**src/rtl/hazard_stall_ctrl.sv**
```systemverilog
// Purpose : stall/flush controller for the 5-stage pipeline (load-use, taken branch, data-memory wait).
// Latency : stall_*/flush_* are combinational from inputs and FSM state; counters/flags update on clk.
// Backpressure: a pending data-memory access freezes F/D/E/M until mem_ready_M or MEM_TIMEOUT expires.
//
// Ports:
//   clk, rst_n                   clock and async active-low reset
//   rs1_D, rs2_D                 decode-stage source registers
//   rd_E, ctrl_register_file_WE_E, ctrl_result_E, branch_taken_E   execute-stage info
//   mem_req_M, mem_ready_M       memory-stage data access handshake
//   stall_F/D/E/M                hold PC and pipeline registers
//   flush_D/E/W                  insert bubble into IF/ID, ID/EX, MEM/WB
//   mem_err                      sticky data-memory timeout flag
//   stall_count                  saturating count of cycles with stall_F=1
module hazard_stall_ctrl #(
   parameter int MEM_TIMEOUT = 15,
   parameter int CNT_W       = 32
) (
   input  logic             clk,
   input  logic             rst_n,
   input  logic [4:0]       rs1_D,
   input  logic [4:0]       rs2_D,
   input  logic [4:0]       rd_E,
   input  logic             ctrl_register_file_WE_E,
   input  logic             ctrl_result_E,
   input  logic             branch_taken_E,
   input  logic             mem_req_M,
   input  logic             mem_ready_M,
   output logic             stall_F,
   output logic             stall_D,
   output logic             stall_E,
   output logic             stall_M,
   output logic             flush_D,
   output logic             flush_E,
   output logic             flush_W,
   output logic             mem_err,
   output logic [CNT_W-1:0] stall_count
);

   typedef enum logic {RUN = 1'b0, MEM_WAIT = 1'b1} fsm_t;

   localparam logic [7:0] TMO = 8'(MEM_TIMEOUT);

   fsm_t       fsm;
   logic [7:0] wait_cnt;
   logic       mw;
   logic       lu;

   // Memory wait: in MEM_WAIT the stall drops on the timeout cycle even without ready.
   always_comb begin
      mw = 1'b0;
      if (fsm == RUN) mw = mem_req_M & ~mem_ready_M;
      else            mw = ~mem_ready_M & (wait_cnt != TMO);
   end

   assign lu = ctrl_result_E & ctrl_register_file_WE_E & (rd_E != 5'd0) &
               ((rd_E == rs1_D) | (rd_E == rs2_D));

   // Priority: memory wait > taken branch > load-use. While in reset every
   // stage is flushed and nothing is held.
   always_comb begin
      stall_F = 1'b0;
      stall_D = 1'b0;
      stall_E = 1'b0;
      stall_M = 1'b0;
      flush_D = 1'b0;
      flush_E = 1'b0;
      flush_W = 1'b0;
      if (!rst_n) begin
         flush_D = 1'b1;
         flush_E = 1'b1;
         flush_W = 1'b1;
      end else if (mw) begin
         // Execute is frozen, so branch/load-use are re-evaluated after release.
         stall_F = 1'b1;
         stall_D = 1'b1;
         stall_E = 1'b1;
         stall_M = 1'b1;
         flush_W = 1'b1;
      end else if (branch_taken_E) begin
         flush_D = 1'b1;
         flush_E = 1'b1;
      end else if (lu) begin
         stall_F = 1'b1;
         stall_D = 1'b1;
         flush_E = 1'b1;
      end
   end

   always_ff @(posedge clk or negedge rst_n) begin
      if (!rst_n) begin
         fsm         <= RUN;
         wait_cnt    <= 8'd0;
         mem_err     <= 1'b0;
         stall_count <= '0;
      end else begin
         case (fsm)
            RUN: begin
               if (mem_req_M && !mem_ready_M) begin
                  fsm      <= MEM_WAIT;
                  wait_cnt <= 8'd1;
               end
            end
            MEM_WAIT: begin
               if (mem_ready_M) begin
                  // Ready on the timeout cycle still counts as success.
                  fsm      <= RUN;
                  wait_cnt <= 8'd0;
               end else if (wait_cnt != TMO) begin
                  wait_cnt <= wait_cnt + 8'd1;
               end else begin
                  // Access abandoned; read data is taken as-is.
                  fsm      <= RUN;
                  wait_cnt <= 8'd0;
                  mem_err  <= 1'b1;
               end
            end
            default: begin
               fsm      <= RUN;
               wait_cnt <= 8'd0;
            end
         endcase

         if (stall_F && (stall_count != '1))
            stall_count <= stall_count + 1'b1;
      end
   end

endmodule

```
**config.mk**
```make
export PLATFORM = sky130hd
export DESIGN_NAME = hazard_stall_ctrl
export DESIGN_NICKNAME = d
export VERILOG_FILES = /design/src/rtl/hazard_stall_ctrl.sv
export SDC_FILE = /design/constraint.sdc
export NUM_CORES = 1
export LEC_CHECK = 0
export CAP_MARGIN = 5
export CORE_AREA = 5 5 79 96
export DETAILED_ROUTE_END_ITERATION = 10
export DIE_AREA = 0 0 84 101
export PLACE_DENSITY = 0.68
export SLEW_MARGIN = 20
export SYNTH_ARGS = -nofsm -noshare
export SYNTH_HDL_FRONTEND = slang
export SYNTH_SLANG_ARGS = --single-unit
```
**constraint.sdc**
```tcl
create_clock -name clk -period 3.8 [get_ports clk]
set_input_delay 0.38 -clock clk [delete_from_list [all_inputs] [get_ports clk]]
set_output_delay 0.38 -clock clk [all_outputs]
set_load 0.05 [all_outputs]
```
Yosys cells after proc, flatten, opt, wreduce, memory -nomap -nowiden
Index checks and enable logic that the tools add are counted.
{"block": "totals", "ff_bits": 42, "latch_bits": 0, "mem_bits_rw": 0, "romBits": 0, "input_bits": 22, "output_inout_bits": 40, "elab_cells": 47, "memories": 0}
{"block": "op_classes", "addsub": 2, "n_mul": 0, "div_mod_pow": 0, "order_cmp": 0, "eq_ne": 5, "shift": 0, "muxes": 22, "bitwise": 9, "n_reduce_logical": 5}
{"operator": "adder 32 x 1 -> 32 bit (second input constant)", "n": 1}
{"operator": "inequality test 32 bit (second input constant)", "n": 1}
{"operator": "two-way mux 8 bit", "n": 3}
{"operator": "two-way mux 1 bit", "n": 17}
{"operator": "case mux 8 bit (2 select lines)", "n": 1}
{"operator": "equality test 5 bit", "n": 2}
{"operator": "adder 8 x 1 -> 8 bit (second input constant)", "n": 1}
{"operator": "inequality test 8 x 4 -> 1 bit (second input constant)", "n": 1}
{"operator": "bitwise AND 1 bit", "n": 5}
{"operator": "nonzero test 5 bit", "n": 1}
{"operator": "inverter 1 bit", "n": 3}
{"operator": "AND reduction 3 bit", "n": 1}
{"operator": "logical AND 1 bit", "n": 2}
{"operator": "inequality test 2 x 1 -> 1 bit (second input constant)", "n": 1}
{"operator": "case mux 1 bit (2 select lines)", "n": 1}
{"operator": "logical NOT 1 bit", "n": 1}
{"operator": "OR 1 bit", "n": 1}

Longest topological paths before layout
{"block": "logic_depth", "ltp_word": 8, "ltp_mapped": 9}

Worst setup path after synthesis
Ideal clock, no wire load.
{"block": "synth_timing", "kind": "reg-to-output", "start": "register wait_cnt[0]", "end": "output stall_F", "t_arrival_ns": 2.315, "t_required_ns": 3.420, "path_slack_ns": 1.105, "path_stages_with_launch": 10, "n_path_buf": 3, "cell_sequence": "dfrtp_1 > ha_1 > and3_1 > buf_6 > a311oi_4 > and2_4 > a31oi_4 > buf_2 > inv_1 > buf_4"}
{"block": "synth_via", "elab_chain_cells": 5}
{"item": "from (decl)", "line": "44", "text": "logic [7:0] wait_cnt;"}
{"item": "from (signal assigned)", "line": "109", "text": "wait_cnt <= wait_cnt + 8'd1;"}
{"item": "inequality test 8 x 4 -> 1 bit", "line": "52", "text": "else mw = ~mem_ready_M & (wait_cnt != TMO);"}
{"item": "bitwise AND 1 bit", "line": "52"}
{"item": "two-way mux 1 bit", "line": "51", "text": "if (fsm == RUN) mw = mem_req_M & ~mem_ready_M;"}
{"item": "two-way mux 1 bit (2 in a row)"}
{"item": "to (decl)", "line": "28", "text": "output logic stall_F,"}
No other way between the ends.

Worst setup path in the final report
{"block": "layout_timing", "start": "register wait_cnt[0]", "end": "output stall_M"}
{"block": "layout_via", "elab_chain_cells": 5}
{"item": "inequality test 8 x 4 -> 1 bit", "line": "52"}
{"item": "bitwise AND 1 bit", "line": "52"}
{"item": "two-way mux 1 bit", "line": "51"}
{"item": "two-way mux 1 bit", "line": "72", "text": "end else if (mw) begin"}
{"item": "two-way mux 1 bit", "line": "68", "text": "if (!rst_n) begin"}
{"item": "to (decl)", "line": "31", "text": "output logic stall_M,"}
No other way between the ends.

==> metrics.log <==
INFO  metric layout_common_cells = 58 x clkdlybuf4s50_1, 42 x dfrtp_1, 33 x xor2_1
INFO  metric total_switching_power = 0.449 mW
INFO  metric multi_input_comb_area = 1300 um2
INFO  metric gate_family_responsible_for_the_most_delay_along_the_worst_path = buffers and inverters
INFO  metric comb_power_share = 30.8%
INFO  metric synth_area = 2430 um2
INFO  metric detailedPlacementHpwl = 3980 um
INFO  metric synth_cell_type_count = 41
INFO  metric wl_per_cell = 14.1 um
INFO  metric cts_setup_buffers = 0
INFO  metric clock_sinks = 42
INFO  metric postSynthAreaPerCell = 10.5 um2
INFO  metric num_io_pins = 62
INFO  metric synth-seq-area-share = 43.3%
INFO  metric dp_slack = 0.901 ns
INFO  metric nets = 316
INFO  metric chipWidth = 84 um
INFO  metric pwr_density_cell = 383 nW/um2
INFO  metric first_global_vias = 1900
INFO  metric final_common_cell = clkdlybuf4s50_1
INFO  metric finalCritPeriodShare = 76.7%
INFO  metric holdBufCountCts = 0
INFO  metric pwr-share-clk = 24.9%
INFO  metric critical_path.n_buffers_inverters = 1
INFO  metric final_period_minus_worst_setup_slack = 2.92 ns
INFO  metric drv_slew = 0
INFO  metric max-clock-path-buffers = 2
INFO  metric finalSetupTns = 0 ns
INFO  metric n_fill_cell = 640
INFO  metric critical_path.startpoint = wait_cnt[0]
INFO  metric design_area = 3190 um2
INFO  metric final_antenna_net_count = 0
INFO  metric critPathKind = reg -> out
INFO  metric outcome = finished clean
INFO  metric grt_first_pass_wirelength = 8810 um
INFO  metric clk_latency = 0.30 ns
INFO  metric worstPathMaxFanout = 6
INFO  metric gp_routability_congestion = 0.809
INFO  metric detailroute.via_count = 1942
INFO  metric slew_headroom = 53.6%
INFO  metric setup_repair_after_global_routing_missed_its_margin = false
INFO  metric cp.arrival = 2.54 ns
INFO  metric endpoint_kind = output port
INFO  metric internal_power = 0.770 mW
INFO  metric synth.ff_latch_count = 42
INFO  metric postSynthNetCount = 255
INFO  metric maximum_number_of_pins_on_one_net_before_global_route_repair = 44
INFO  metric globalRouteTotalUtil = 12.6%
INFO  metric setup_viol = 0
INFO  metric worst-r2r-setup-slack = 1.13 ns
INFO  metric crit_chain = ha_1, and3_1, a311oi_4, and2_4, clkdlybuf4s50_1
INFO  metric final_hold_viols = 0
INFO  metric final_layout_size_suffix_gt1_share = 11.3%
INFO  metric cts.reportedPaths.clkPinSlew = 0.09 ns
INFO  metric startpoint_type = flop
INFO  metric die_footprint = 8480 um2
INFO  metric num_rows = 33
INFO  metric power.ir.vdd_worst = 0.000328 V
INFO  metric critical_path.slowest_cell = clkdlybuf4s50_1
INFO  metric max_cap_viol_count = 0
INFO  metric floorplan.die.height = 101 um
INFO  metric netlist.area_leader.share = 43.3%
INFO  metric power.switching_fraction = 36.8%
INFO  metric hold_path_class = in -> async
INFO  metric clockRootBuffer = clkbuf_8
INFO  metric regArea = 1050 um2
INFO  metric avgViaCountPerCell = 5.11
INFO  metric yosys-top-cells-area = dfrtp_1 43%, xor2_1 12%, nand3_1 3.9%
INFO  metric antenna_cells_inserted = 0
INFO  metric post-synth-top-area-cell = dfrtp_1
INFO  metric total_power = 1.22 mW
INFO  metric final_util = 48.2%
INFO  metric p_seq_share = 44.3%
INFO  metric ys.warnings.count = 0
INFO  metric floorplan.core_area = 6610 um2
INFO  metric postSynthCellCount = 231
INFO  metric h-tree-depth = 2
INFO  metric drt_drc_violations_left = 0
INFO  metric cp_slowest_stage_delay = 0.81 ns
INFO  metric detailed_place.area = 3090 um2
INFO  metric cp_data_required_time = 3.42 ns
INFO  metric post_cts.resized_instances = 0
INFO  metric initial_core_util = 36.7%
INFO  metric clock-skew-final = 0.0121 ns
INFO  metric detailedRoute.firstPassIterationCount = 4
INFO  metric grt-ovfl-total = 0
INFO  metric drt-initial-drc-count = 91
INFO  metric timing.final.ws_setup = 0.884 ns
INFO  metric layout-area-overhead-vs-synth = 31.3%
INFO  metric drt_wl_total = 5340 um
INFO  metric fmax = 343 MHz
INFO  metric leakage = 1.34 nW
INFO  metric max_slew.worst_pin.slew = 0.691 ns
INFO  metric grt_antenna_before_repair = 1
INFO  metric reg2reg_from = stall_count[0]
INFO  metric port_buffers = 61
INFO  metric cts_tree = built
INFO  metric cts_inserted_buffers = 5
[flip-flops by register name, indices dropped and copies added, names as in the netlist]
register	count
fsm	1
mem_err	1
wait_cnt	8
stall_count	32
[stage by stage]
| stage | instances | hold slack, ns |
|---|---|---|
| after global placement | 372 | 0.471 |
| final | 380 | 0.189 |
| after global routing | 380 | 0.234 |
| after CTS | 380 | 0.204 |
| after floorplan | 231 | 0.0844 |
| after detailed placement | 372 | 0.483 |
[cells in the mapped netlist, drive strengths merged]
cell	count
dfrtp	42
xor2	33
nand2	23
nand3	19
nor3	17
nor4	11
xnor2	10
buf	8
nor2	8
nand4	7
o21ai	6
and3	5
nor4b	5
and2	4
nor2b	4
a31oi	3
inv	3
a21oi	2
a22o	2
and4	2
clkbuf	2
ha	2
nor3b	2
o22ai	2
or3	2
a311oi	1
a31o	1
mux2	1
nand2b	1
o311a	1
o31ai	1
or2	1
[cells by family (layout without fill, tap and decap cells)]
kind of cell             Yosys count  in the layout  synth area share (%)
AO/OA/AOI/OAI                     19             19                  6.45
adder cells (fa/ha/maj)            2              2                  1.03
flip-flops                        42             42                  43.3
multiplexers                       1              1                 0.464
AND/OR/NAND/NOR                  111            111                  30.0
XOR/XNOR                          43             43                  15.5
buffers and inverters             13             75                  3.25
[layer usage]
| layer | global-route usage, % | routed length, um | vias to the layer above |
|---|---|---|---|
| li1 | - | - | 941 |
| met1 | 15.2 | 2320 | 927 |
| met2 | 22.0 | 2610 | 67 |
| met3 | 4.25 | 387 | 5 |
| met4 | 2.97 | 21 | 2 |
| met5 | 0 | 13 | - |
[power by group through the flow]
| stage | logic [mW] | clock network, mW | registers [mW] |
|---|---|---|---|
| 2_1_floorplan | 0.111 | 0 | 0.669 |
| 3_3_place_gp | 0.376 | 0 | 0.547 |
| 3_5_place_dp | 0.379 | 0 | 0.549 |
| 4_1_cts | 0.381 | 0.317 | 0.541 |
| 5_1_grt | 0.402 | 0.334 | 0.548 |
| 6_report | 0.376 | 0.303 | 0.540 |
[path summary, 6_finish.rpt]
kind / to / cells past startpoint
hold reg to reg: stall_count[31] / 1
hold / removal: stall_count[12] / 2
setup reg to reg: stall_count[25] / 8
max in group asynchronous: stall_count[10] / 2
setup / recovery: stall_M / 5
min in group clk: stall_count[31] / 1
[worst reg2reg max path, cell delays in order (launching register included)]
cell and delay, ns:
dfrtp_1 0.43, ha_1 0.19, nand2_1 0.12, nor4_1 0.59, nand2_1 0.18, nor2_4 0.52, buf_4 0.29, nor3_1 0.08
xor2_1 0.15
[layout make-up]
class	count	share of cell area (%)
Clock buffer	6	2.59
Clock inverter	2	0.393
Tap cell	87	3.42
Timing Repair Buffer	64	19.6
Multi-Input combinational cell	176	40.7
Sequential cell	42	33.0
Inverter	3	0.353
Power figures use the tool's default switching activity.
